`config.mk`:
```
export PLATFORM = sky130hd
export DESIGN_NAME = instr_encoder_loader_flat
export DESIGN_NICKNAME = d
export VERILOG_FILES = /design/src/rtl/mips_isa_pkg.sv /design/src/rtl/instr_encoder_loader_if.sv /design/src/rtl/instr_field_encoder.sv /design/src/rtl/instr_encoder_loader.sv /design/src/flat_wrapper.sv
export SDC_FILE = /design/constraint.sdc
export NUM_CORES = 1
export LEC_CHECK = 0
export BUFFER_PORTS_ARGS = -buffer_cell sky130_fd_sc_hd__buf_2
export CAP_MARGIN = 10
export CELL_PAD_IN_SITES_DETAIL_PLACEMENT = 1
export CELL_PAD_IN_SITES_GLOBAL_PLACEMENT = 1
export CORE_AREA = 4 4 93 95
export CTS_CLUSTER_DIAMETER = 40
export DETAILED_ROUTE_END_ITERATION = 16
export DIE_AREA = 0 0 97 99
export PLACE_DENSITY = 0.8
export SYNTH_ARGS = -nofsm -noshare
export SYNTH_HDL_FRONTEND = slang
export SYNTH_SLANG_ARGS = --single-unit
```
`constraint.sdc`:
```
create_clock -name clk -period 2.28 [get_ports clk]
set_input_delay 0.456 -clock clk [delete_from_list [all_inputs] [get_ports clk]]
set_output_delay 0.456 -clock clk [all_outputs]
set_load 0.05 [all_outputs]
```
`src/rtl/mips_isa_pkg.sv`:
```
// MIPS instruction-set constants shared by the loader and its field encoder:
// op_sel codes, opcode/funct values and the loader FSM state encoding.
package mips_isa_pkg;

  // Host-side op_sel codes
  localparam logic [3:0] OP_ADD  = 4'd0;
  localparam logic [3:0] OP_SUB  = 4'd1;
  localparam logic [3:0] OP_AND  = 4'd2;
  localparam logic [3:0] OP_OR   = 4'd3;
  localparam logic [3:0] OP_SLT  = 4'd4;
  localparam logic [3:0] OP_LW   = 4'd5;
  localparam logic [3:0] OP_SW   = 4'd6;
  localparam logic [3:0] OP_BEQ  = 4'd7;
  localparam logic [3:0] OP_BNE  = 4'd8;
  localparam logic [3:0] OP_J    = 4'd9;
  localparam logic [3:0] OP_ADDI = 4'd10;
  localparam logic [3:0] OP_ANDI = 4'd11;
  localparam logic [3:0] OP_ORI  = 4'd12;
  localparam logic [3:0] OP_SLTI = 4'd13;

  // Primary opcodes
  localparam logic [5:0] OPC_RTYPE = 6'b000000;
  localparam logic [5:0] OPC_LW    = 6'b100011;
  localparam logic [5:0] OPC_SW    = 6'b101011;
  localparam logic [5:0] OPC_BEQ   = 6'b000100;
  localparam logic [5:0] OPC_BNE   = 6'b000101;
  localparam logic [5:0] OPC_J     = 6'b000010;
  localparam logic [5:0] OPC_ADDI  = 6'b001000;
  localparam logic [5:0] OPC_ANDI  = 6'b001100;
  localparam logic [5:0] OPC_ORI   = 6'b001101;
  localparam logic [5:0] OPC_SLTI  = 6'b001010;

  // R-type funct codes
  localparam logic [5:0] FN_ADD = 6'b100000;
  localparam logic [5:0] FN_SUB = 6'b100010;
  localparam logic [5:0] FN_AND = 6'b100100;
  localparam logic [5:0] FN_OR  = 6'b100101;
  localparam logic [5:0] FN_SLT = 6'b101010;

  typedef enum logic [1:0] {
    ST_IDLE = 2'd0,
    ST_LOAD = 2'd1,
    ST_FULL = 2'd2
  } state_e;

  // R-type word: shamt is always zero for the supported operations
  function automatic logic [31:0] enc_r(input logic [4:0] rs, input logic [4:0] rt,
                                        input logic [4:0] rd, input logic [5:0] funct);
    return {OPC_RTYPE, rs, rt, rd, 5'd0, funct};
  endfunction

  // I-type word
  function automatic logic [31:0] enc_i(input logic [5:0] opc, input logic [4:0] rs,
                                        input logic [4:0] rt, input logic [15:0] imm);
    return {opc, rs, rt, imm};
  endfunction

endpackage

```
`src/rtl/instr_encoder_loader_if.sv`:
```
// Host/IMEM bundle of the instruction loader. The master side is the boot
// host (drives beats and session control); the slave side is the loader.
interface instr_encoder_loader_if #(parameter int ADDR_W = 6);
  logic              start;
  logic              finish;
  logic              in_valid;
  logic              in_ready;
  logic [3:0]        op_sel;
  logic [4:0]        rs;
  logic [4:0]        rt;
  logic [4:0]        rd;
  logic [15:0]       imm;
  logic [25:0]       target;
  logic              imem_we;
  logic [ADDR_W-1:0] imem_addr;
  logic [31:0]       imem_wdata;
  logic [ADDR_W:0]   word_count;
  logic              full;
  logic              done;
  logic              err_illegal;

  modport master (
    output start, finish, in_valid, op_sel, rs, rt, rd, imm, target,
    input  in_ready, imem_we, imem_addr, imem_wdata, word_count, full, done, err_illegal
  );

  modport slave (
    input  start, finish, in_valid, op_sel, rs, rt, rd, imm, target,
    output in_ready, imem_we, imem_addr, imem_wdata, word_count, full, done, err_illegal
  );
endinterface

```
`src/rtl/instr_field_encoder.sv`:
```
// Combinational encoder: op_sel plus register/immediate fields -> 32-bit MIPS
// word. legal is low for op_sel codes with no instruction behind them.
module instr_field_encoder
  import mips_isa_pkg::*;
(
  input  logic [3:0]  op_sel,
  input  logic [4:0]  rs,
  input  logic [4:0]  rt,
  input  logic [4:0]  rd,
  input  logic [15:0] imm,
  input  logic [25:0] target,
  output logic        legal,
  output logic [31:0] word
);

  // Select instruction format and opcode/funct from op_sel
  always_comb begin
    legal = 1'b1;
    word  = 32'd0;
    case (op_sel)
      OP_ADD:  word = enc_r(rs, rt, rd, FN_ADD);
      OP_SUB:  word = enc_r(rs, rt, rd, FN_SUB);
      OP_AND:  word = enc_r(rs, rt, rd, FN_AND);
      OP_OR:   word = enc_r(rs, rt, rd, FN_OR);
      OP_SLT:  word = enc_r(rs, rt, rd, FN_SLT);
      OP_LW:   word = enc_i(OPC_LW,   rs, rt, imm);
      OP_SW:   word = enc_i(OPC_SW,   rs, rt, imm);
      OP_BEQ:  word = enc_i(OPC_BEQ,  rs, rt, imm);
      OP_BNE:  word = enc_i(OPC_BNE,  rs, rt, imm);
      OP_J:    word = {OPC_J, target};
      OP_ADDI: word = enc_i(OPC_ADDI, rs, rt, imm);
      OP_ANDI: word = enc_i(OPC_ANDI, rs, rt, imm);
      OP_ORI:  word = enc_i(OPC_ORI,  rs, rt, imm);
      OP_SLTI: word = enc_i(OPC_SLTI, rs, rt, imm);
      default: begin
        legal = 1'b0;
        word  = 32'd0;
      end
    endcase
  end

endmodule

```
`src/rtl/instr_encoder_loader.sv`:
```
// Instruction loader: accepts symbolic instruction beats during a load
// session, encodes them and writes them to consecutive IMEM words from 0.
// The write appears one cycle after the beat is accepted; the counter stops
// at DEPTH words without wrapping.
module instr_encoder_loader
  import mips_isa_pkg::*;
#(
  parameter int ADDR_W = 6,
  parameter int DEPTH  = 64
) (
  input logic                   clk,
  input logic                   reset_n,
  instr_encoder_loader_if.slave bus
);

  localparam int              CW       = ADDR_W + 1;
  localparam logic [ADDR_W:0] LAST_CNT = CW'(DEPTH - 1);

  state_e            state_q, state_d;
  logic [ADDR_W:0]   cnt_q, cnt_d;
  logic [ADDR_W-1:0] addr_q, addr_d;
  logic [31:0]       wdata_q, wdata_d;
  logic              we_q, we_d;
  logic              full_q, full_d;
  logic              done_q, done_d;
  logic              err_q, err_d;
  logic              in_ready_q, in_ready_d;

  logic              legal_s;
  logic [31:0]       word_s;
  logic              accept_s, wr_s, ill_s, last_s, start_s;

  instr_field_encoder u_enc (
    .op_sel (bus.op_sel),
    .rs     (bus.rs),
    .rt     (bus.rt),
    .rd     (bus.rd),
    .imm    (bus.imm),
    .target (bus.target),
    .legal  (legal_s),
    .word   (word_s)
  );

  assign accept_s = bus.in_valid && (state_q == ST_LOAD);
  assign wr_s     = accept_s && legal_s;
  assign ill_s    = accept_s && !legal_s;
  assign last_s   = wr_s && (cnt_q == LAST_CNT);
  assign start_s  = bus.start && (state_q == ST_IDLE);

  // Session FSM: finish takes priority over reaching the last word
  always_comb begin
    state_d = state_q;
    done_d  = 1'b0;
    case (state_q)
      ST_IDLE: begin
        if (bus.start) state_d = ST_LOAD;
        else           state_d = ST_IDLE;
      end
      ST_LOAD: begin
        if (bus.finish) begin
          state_d = ST_IDLE;
          done_d  = 1'b1;
        end else if (last_s) begin
          state_d = ST_FULL;
        end else begin
          state_d = ST_LOAD;
        end
      end
      ST_FULL: begin
        if (bus.finish) begin
          state_d = ST_IDLE;
          done_d  = 1'b1;
        end else begin
          state_d = ST_FULL;
        end
      end
      default: state_d = ST_IDLE;
    endcase
    in_ready_d = (state_d == ST_LOAD);
  end

  // Write pointer, status flags and IMEM write-port next values
  always_comb begin
    cnt_d   = cnt_q;
    full_d  = full_q;
    err_d   = err_q;
    we_d    = 1'b0;
    addr_d  = addr_q;
    wdata_d = wdata_q;
    if (start_s) begin
      cnt_d  = '0;
      full_d = 1'b0;
      err_d  = 1'b0;
    end else if (wr_s) begin
      we_d    = 1'b1;
      addr_d  = cnt_q[ADDR_W-1:0];
      wdata_d = word_s;
      cnt_d   = cnt_q + CW'(1);
      if (last_s) full_d = 1'b1;
      else        full_d = full_q;
    end else if (ill_s) begin
      err_d = 1'b1;
    end else begin
      cnt_d = cnt_q;
    end
  end

  // State and output registers; reset abandons any pending write
  always_ff @(posedge clk or negedge reset_n) begin
    if (!reset_n) begin
      state_q    <= ST_IDLE;
      cnt_q      <= '0;
      addr_q     <= '0;
      wdata_q    <= 32'd0;
      we_q       <= 1'b0;
      full_q     <= 1'b0;
      done_q     <= 1'b0;
      err_q      <= 1'b0;
      in_ready_q <= 1'b0;
    end else begin
      state_q    <= state_d;
      cnt_q      <= cnt_d;
      addr_q     <= addr_d;
      wdata_q    <= wdata_d;
      we_q       <= we_d;
      full_q     <= full_d;
      done_q     <= done_d;
      err_q      <= err_d;
      in_ready_q <= in_ready_d;
    end
  end

  assign bus.in_ready    = in_ready_q;
  assign bus.imem_we     = we_q;
  assign bus.imem_addr   = addr_q;
  assign bus.imem_wdata  = wdata_q;
  assign bus.word_count  = cnt_q;
  assign bus.full        = full_q;
  assign bus.done        = done_q;
  assign bus.err_illegal = err_q;

endmodule
```
`src/flat_wrapper.sv`:
```
// flat-port wrapper written by rule: the top's interface ports become plain ports
module instr_encoder_loader_flat import mips_isa_pkg::*;
#(
  parameter int ADDR_W = 6,
  parameter int DEPTH  = 64
)
  (clk, reset_n, bus_start, bus_finish, bus_in_valid, bus_op_sel, bus_rs, bus_rt, bus_rd, bus_imm, bus_target, bus_in_ready, bus_imem_we, bus_imem_addr, bus_imem_wdata, bus_word_count, bus_full, bus_done, bus_err_illegal);
  instr_encoder_loader_if #(.ADDR_W(ADDR_W)) bus_i ();
  input logic clk;
  input logic reset_n;
  input wire logic [$bits(bus_i.start)-1:0] bus_start;
  input wire logic [$bits(bus_i.finish)-1:0] bus_finish;
  input wire logic [$bits(bus_i.in_valid)-1:0] bus_in_valid;
  input wire logic [$bits(bus_i.op_sel)-1:0] bus_op_sel;
  input wire logic [$bits(bus_i.rs)-1:0] bus_rs;
  input wire logic [$bits(bus_i.rt)-1:0] bus_rt;
  input wire logic [$bits(bus_i.rd)-1:0] bus_rd;
  input wire logic [$bits(bus_i.imm)-1:0] bus_imm;
  input wire logic [$bits(bus_i.target)-1:0] bus_target;
  output wire logic [$bits(bus_i.in_ready)-1:0] bus_in_ready;
  output wire logic [$bits(bus_i.imem_we)-1:0] bus_imem_we;
  output wire logic [$bits(bus_i.imem_addr)-1:0] bus_imem_addr;
  output wire logic [$bits(bus_i.imem_wdata)-1:0] bus_imem_wdata;
  output wire logic [$bits(bus_i.word_count)-1:0] bus_word_count;
  output wire logic [$bits(bus_i.full)-1:0] bus_full;
  output wire logic [$bits(bus_i.done)-1:0] bus_done;
  output wire logic [$bits(bus_i.err_illegal)-1:0] bus_err_illegal;
  assign bus_i.start = bus_start;
  assign bus_i.finish = bus_finish;
  assign bus_i.in_valid = bus_in_valid;
  assign bus_i.op_sel = bus_op_sel;
  assign bus_i.rs = bus_rs;
  assign bus_i.rt = bus_rt;
  assign bus_i.rd = bus_rd;
  assign bus_i.imm = bus_imm;
  assign bus_i.target = bus_target;
  assign bus_in_ready = bus_i.in_ready;
  assign bus_imem_we = bus_i.imem_we;
  assign bus_imem_addr = bus_i.imem_addr;
  assign bus_imem_wdata = bus_i.imem_wdata;
  assign bus_word_count = bus_i.word_count;
  assign bus_full = bus_i.full;
  assign bus_done = bus_i.done;
  assign bus_err_illegal = bus_i.err_illegal;
  instr_encoder_loader #(.ADDR_W(ADDR_W), .DEPTH(DEPTH)) u_core (.clk(clk), .reset_n(reset_n), .bus(bus_i));
endmodule
```
==> After elaboration in Yosys (flattened, before gate mapping) <==
Cells that the tools add are included.
Widths: inputs -> output; s select.
{ "word_totals": {"regBits": 52, "latchBits": 0, "ram_bits": 0, "rom_bits": 0, "input_bits": 66, "out_inout_bits": 50, "memories": 0} }
{ "op_classes": {"n_addsub": 1, "mul": 0, "n_div": 0, "order_cmp": 0, "n_eq_ne": 18, "shift": 0, "muxes": 19, "bitwise": 1, "n_reduce_logical": 16} }
{ "op_table": {"columns": ["op", "n"], "rows": [
  ["$pmux 32 s14", 1],
  ["$eq 4x4->1 const B", 6],
  ["$eq 4x3->1 const B", 4],
  ["$mux 7", 2],
  ["$reduce_or 14->1", 1],
  ["$mux 1", 12],
  ["$eq 4x2->1 const B", 2],
  ["$add 7x1->7 const B", 1],
  ["$eq 7x6->1 const B", 1],
  ["$mux 2", 3],
  ["$pmux 2 s3", 1],
  ["$reduce_and 2->1", 3],
  ["$reduce_bool 2->1", 3],
  ["$logic_and 1x1->1", 5],
  ["$eq 2x1->1 const B", 2],
  ["$eq 4x1->1 const B", 1],
  ["$logic_not 4->1", 1],
  ["$eq 2x2->1 const B", 1],
  ["$logic_not 2->1", 1],
  ["$ne 2x2->1 const B", 1],
  ["$reduce_or 2->1", 1],
  ["$logic_not 1->1", 1],
  ["$not 1->1", 1]
]} }

==> Depth between registers and ports, before layout <==
{ "depth": {"depth_word": 9, "depth_mapped": 8} }

==> By module <==
From an unflattened synthesis, not the netlist that was laid out.
{ "hier_totals": {"cells_unflattened": 232, "hier_area_um2": 2767.7} }
{ "by_module_without_submodules": {"columns": ["mod", "n_inst", "cells_each", "area_each_um2", "seq_area_each_um2"], "rows": [
  ["instr_encoder_loader", 1, 143, 2135.8, 1301.2],
  ["instr_field_encoder", 1, 89, 631.9, 0.0]
]} }

==> Least setup slack after synthesis <==
OpenSTA, ideal clock, no wires.
{ "synth_path": {"path_kind": "input to register", "startpoint": "in bus_op_sel[1]", "endpoint": "reg u_core.addr_q[0], in the netlist u_core.bus.imem_addr[0]", "setup_time_ps": 128, "t_arrival_ps": 1639, "slack_ps": 514, "cell_stages": 6, "n_path_buf": 3, "path_cell_list": "buf_2 > and3_1 > buf_2 > nor3_4 > buf_6 > mux2_1"} }
{ "synth_between": {"elab_chain_len": 5, "word_cells_on_any_way": 18, "cone_classes": "eq/ne (13); mux (1); reduce/logical (4)"} }
{ "synth_lines": {"columns": ["item", "line_no", "source"], "rows": [
  ["start: declaration", "flat_wrapper.sv:14", "input wire logic [$bits(bus_i.op_sel)-1:0] bus_op_sel;"],
  ["$eq 4x4->1 (tied with other cells)", "instr_field_encoder.sv:20", "case (op_sel)"],
  ["$reduce_or 14->1 (no line) (*)", null, null],
  ["$mux 1 (*)", "instr_field_encoder.sv:20", null],
  ["$logic_and 1x1->1 (*)", "instr_encoder_loader.sv:45", "assign wr_s = accept_s && legal_s;"],
  ["$reduce_and 2->1 (no line) (*)", null, null],
  ["end signal: assignment", "instr_encoder_loader.sv:123", "addr_q <= addr_d;"],
  ["end: declaration", "instr_encoder_loader.sv:21", "logic [ADDR_W-1:0] addr_q, addr_d;"]
]} }
Every way passes the cells marked *; elsewhere a longest branch is shown, timed or not.
A chain may end at the register's enable or synchronous reset.

==> Worst setup path after layout <==
{ "layout_path": {"startpoint": "reg u_core.state_q[1]", "endpoint": "reg u_core.addr_q[4], in the netlist u_core.bus.imem_addr[4]"} }
{ "layout_between": {"elab_chain_len": 4, "word_cells_on_any_way": 7, "cone_classes": "eq/ne (1); bitwise (1); reduce/logical (5)"} }
{ "layout_lines": {"columns": ["item", "line_no", "source"], "rows": [
  ["start: declaration", "instr_encoder_loader.sv:19", "state_e state_q, state_d;"],
  ["start signal: assignment", "instr_encoder_loader.sv:121", "state_q <= state_d;"],
  ["$eq 2x1->1 / $logic_not 2->1 (equally long branches)", "instr_encoder_loader.sv:44, instr_encoder_loader.sv:48", null],
  ["$logic_and 1x1->1, on equally long branches", "instr_encoder_loader.sv:44, instr_encoder_loader.sv:48", null],
  ["$logic_and 1x1->1 / $not 1->1 (equally long branches)", null, null],
  ["$reduce_and 2->1 (no line) (*)", null, null]
]} }
Marked as above.

==> summary.md <==
| Metric | Value |
|---|---|
| Status | complete, no violations |
| Final Worst Setup Slack | between 0.3 and 0.4 ns |
| Unique masters post-synth | 42 |
| Commonest non-fill, non-tap cell in the layout | buf_2 |
| Ys flop type | dfrtp_1 |
| PortBufs | about 110 |
| Setup crit end kind | register |
| Max Clock Skew | 0.0108 ns |
| Worst-Skew Late Latency | 0.31 ns |
| Grt total ovfl | 0 |
| Setup violators final | 0 |
| Yosys top cell area share | between 40% and 50% |
| Post-route ant nets | 0 |
| PD cells | 1030 mW/mm² |
| CP Cell Sequence | inv_1 > ha_1 > nand2_1 > nor3_4 > buf_12 > mux2_1 |
| Max-Cap Viols | 0 |
| ANT cells | 0 |
| Final Hold Vio Count | 0 |
| Post-DP HPWL | ~6.0 mm |
| Tot GR Track Use | 16.6% |
| Post-Syn Instances | 263 |
| First drt pass iteration count | 4 |
| Gpl congestion | 0.807 |
| Flops & latches, synth | 51 |
| Pre-CTS setup slack | 0.289 ns |
| Crit. Startpoint | u_core.state_q[1] |
| Chip Width | 97 µm |
| H-tree Lvls | 2 |
| Fin. max-slew vios | 0 |
| Vias in the first global route | 2667 |
| Most frequent cells in the layout | buf_2, dfrtp_1, nor2_1 |
| Cell Rows | 32 |
| Share of cells above drive strength 1 | between 30% and 40% |
| FF-to-FF path depth | 6 |
| Clock Root Buffer | clkbuf_8 |
| WP buf/inv | 2 |
| Multi-input logic area | between 0.001 and 0.0015 mm² |
| Leakage | 1.64 nW |
| VDD IR max | 477 µV |
| Clock buffer count from CTS | 5 |
| Fillers | 955 |
| WP data required | about 2.5 ns |
| Unrepaired setup endpoints after global routing | false |
| Minimum clock period | roughly 1.9 ns |
| Flop-to-flop setup slack | 0.37 ns |
| Wire length per cell | 16.5 µm |
| CP max stage delay | 0.42 ns |
| # clock sinks | slightly above 50 |
| DRT iter0 DRCs | roughly 90 |
| Num ports | 116 |
| Bufs on Longest Clock Path | 2 |
| Sequential cell area | roughly 0.0013 mm² |
| Initial Util | 33.4% |
| Critical Path Slowest Stage Cell | dfrtp_1 |
| Core area | 0.00773 mm² |
| Post-synthesis sequential area ratio | 49.4% |
| Vias/cell | 5.11 |
| Clk slew on worst S/H paths | about 0.11 ns |
| Final WL | between 7 and 8 mm |
| Worst slew pin tran | 0.584 ns |
| First-pass GRT wire length | between 10 and 15 mm |
| CP Class | reg -> reg |
| Total chip power | 3.48 mW |
| CP arrival | 2.10 ns |
| DRC violations left | 0 |
| Cts repair resizes | 0 |
| Die Ht | 99 µm |
| Die area | between 0.009 and 0.01 mm² |
| Setup TNS | 0 ns |
| Number of enable flip-flop cells after synthesis | 0 |
| Area grow syn2layout | 30.8% |
| Syn_nets | 334 |
| Crit-path max FO | 51 |
| Top cells by area, synth | dfrtp_1, a21oi_1, a22oi_1, nor2_1, ha_1 |
| Post-synth top area cell | dfrtp_1 |
| Worst Hold Class | in -> async |
| Via Count | 2448 |
| Delay-heaviest family, CP | simple AND/OR/NAND/NOR gates |
| Initial antenna violation count | 0 |
| Slew margin rel. | a little over 60% |
| R2R Path Start | u_core.state_q[1] |
| Post-Syn Area | 0.00258 mm² |
| Fin crit share | 83.6% |
| Reg-to-Reg End | u_core.bus.imem_addr[4] |
| Highest Clock Rate | 525 MHz |
| Largest net degree at the start of global routing | 52 |
| CTS tree | yes |
| Async SR Flop Fraction | 100% |
| Hold buffers post-CTS | 0 |
| Syn. warnings | 0 |
| Final #Nets | between 400 and 500 |
| Mean Syn Cell Area | 9.82 µm² |
| Post-CTS Setup Bufs | 0 |
| Crit start category | register |
==> per-layer routing <==
| layer | GRT usage [%] | vias up | part of all wire (%) |
|---|---|---|---|
| met4 | 4.64 | 0 | 1.5 |
| met5 | 0 | - | 0 |
| met3 | 5.66 | 12 | 7.7 |
| met2 | 28.7 | 87 | 49 |
| li1 | - | 1153 | - |
| met1 | 19.7 | 1196 | 42 |
==> Yosys cell counts (all sizes together), types with 6 or more instances <==
master	number
a31oi	7
mux2	6
buf	16
nand2	13
a21oi	33
o21a	7
a22oi	22
nor2	40
dfrtp	51
nand3	6
==> worst max path at each step <==
stage,end,slack (ns),cells after the start
global placement,u_core.bus.imem_addr[5],0.35,5
floorplan,u_core.bus.imem_addr[0],0.51,6
finish,u_core.bus.imem_addr[4],0.37,6
CTS,u_core.bus.imem_addr[3],0.37,6
global route,u_core.bus.in_ready,0.15,6
detailed placement,u_core.bus.imem_addr[5],0.29,5
==> stage by stage <==
| step | util (%) | hold slack [ns] | std cells | cell area (µm²) |
|---|---|---|---|---|
| finish | 43.7 | 0.0583 | 479 | 3380 |
| global route | 43.7 | 0.0790 | 479 | 3380 |
| global placement | 42.2 | 0.418 | 471 | 3260 |
| detailed placement | 42.2 | 0.427 | 471 | 3260 |
| floorplan | - | 0.160 | 263 | 2580 |
| CTS | 43.7 | 0.0771 | 479 | 3380 |
==> logic make-up after synthesis <==
group           Yosys count  synth area share, %
compound gates           85                 21.8
flops                    51                 49.4
xor+xnor                  7                 2.37
buf+inv                  25                 5.62
simple gates             82                 15.1
fa+ha+maj                 5                 2.42
mux                       7                 3.15
other cells               1                0.145
==> cell type report <==
cell class,count,share of cell area [%]
flip-flops and latches,51,37.8
clock buffers,6,2.44
repair buffers,126,19.9
inverters,5,0.555
clock inverters,2,1.15
well taps,102,3.78
multi-input cells,187,34.4
==> where the power goes <==
| part | total (mW) | switching [mW] | internal (mW) | leakage (nW) |
|---|---|---|---|---|
| sequential | 1.24 | 0.120 | 1.12 | 0.622 |
| combinational | 1.54 | 1.16 | 0.375 | 0.957 |
| clock | 0.697 | 0.335 | 0.362 | 0.0618 |
| total | 3.48 | 1.62 | 1.86 | 1.64 |
==> registers in the layout, summed over array words and instances (netlist names) <==
name	count
u_core.bus.done	1
u_core.bus.imem_we	1
u_core.bus.err_illegal	1
u_core.state_q	2
u_core.bus.imem_addr	6
u_core.bus.in_ready	1
u_core.bus.word_count	7
u_core.bus.imem_wdata	31
u_core.bus.full	1
Note: power is estimated with default switching activity, not from simulation.
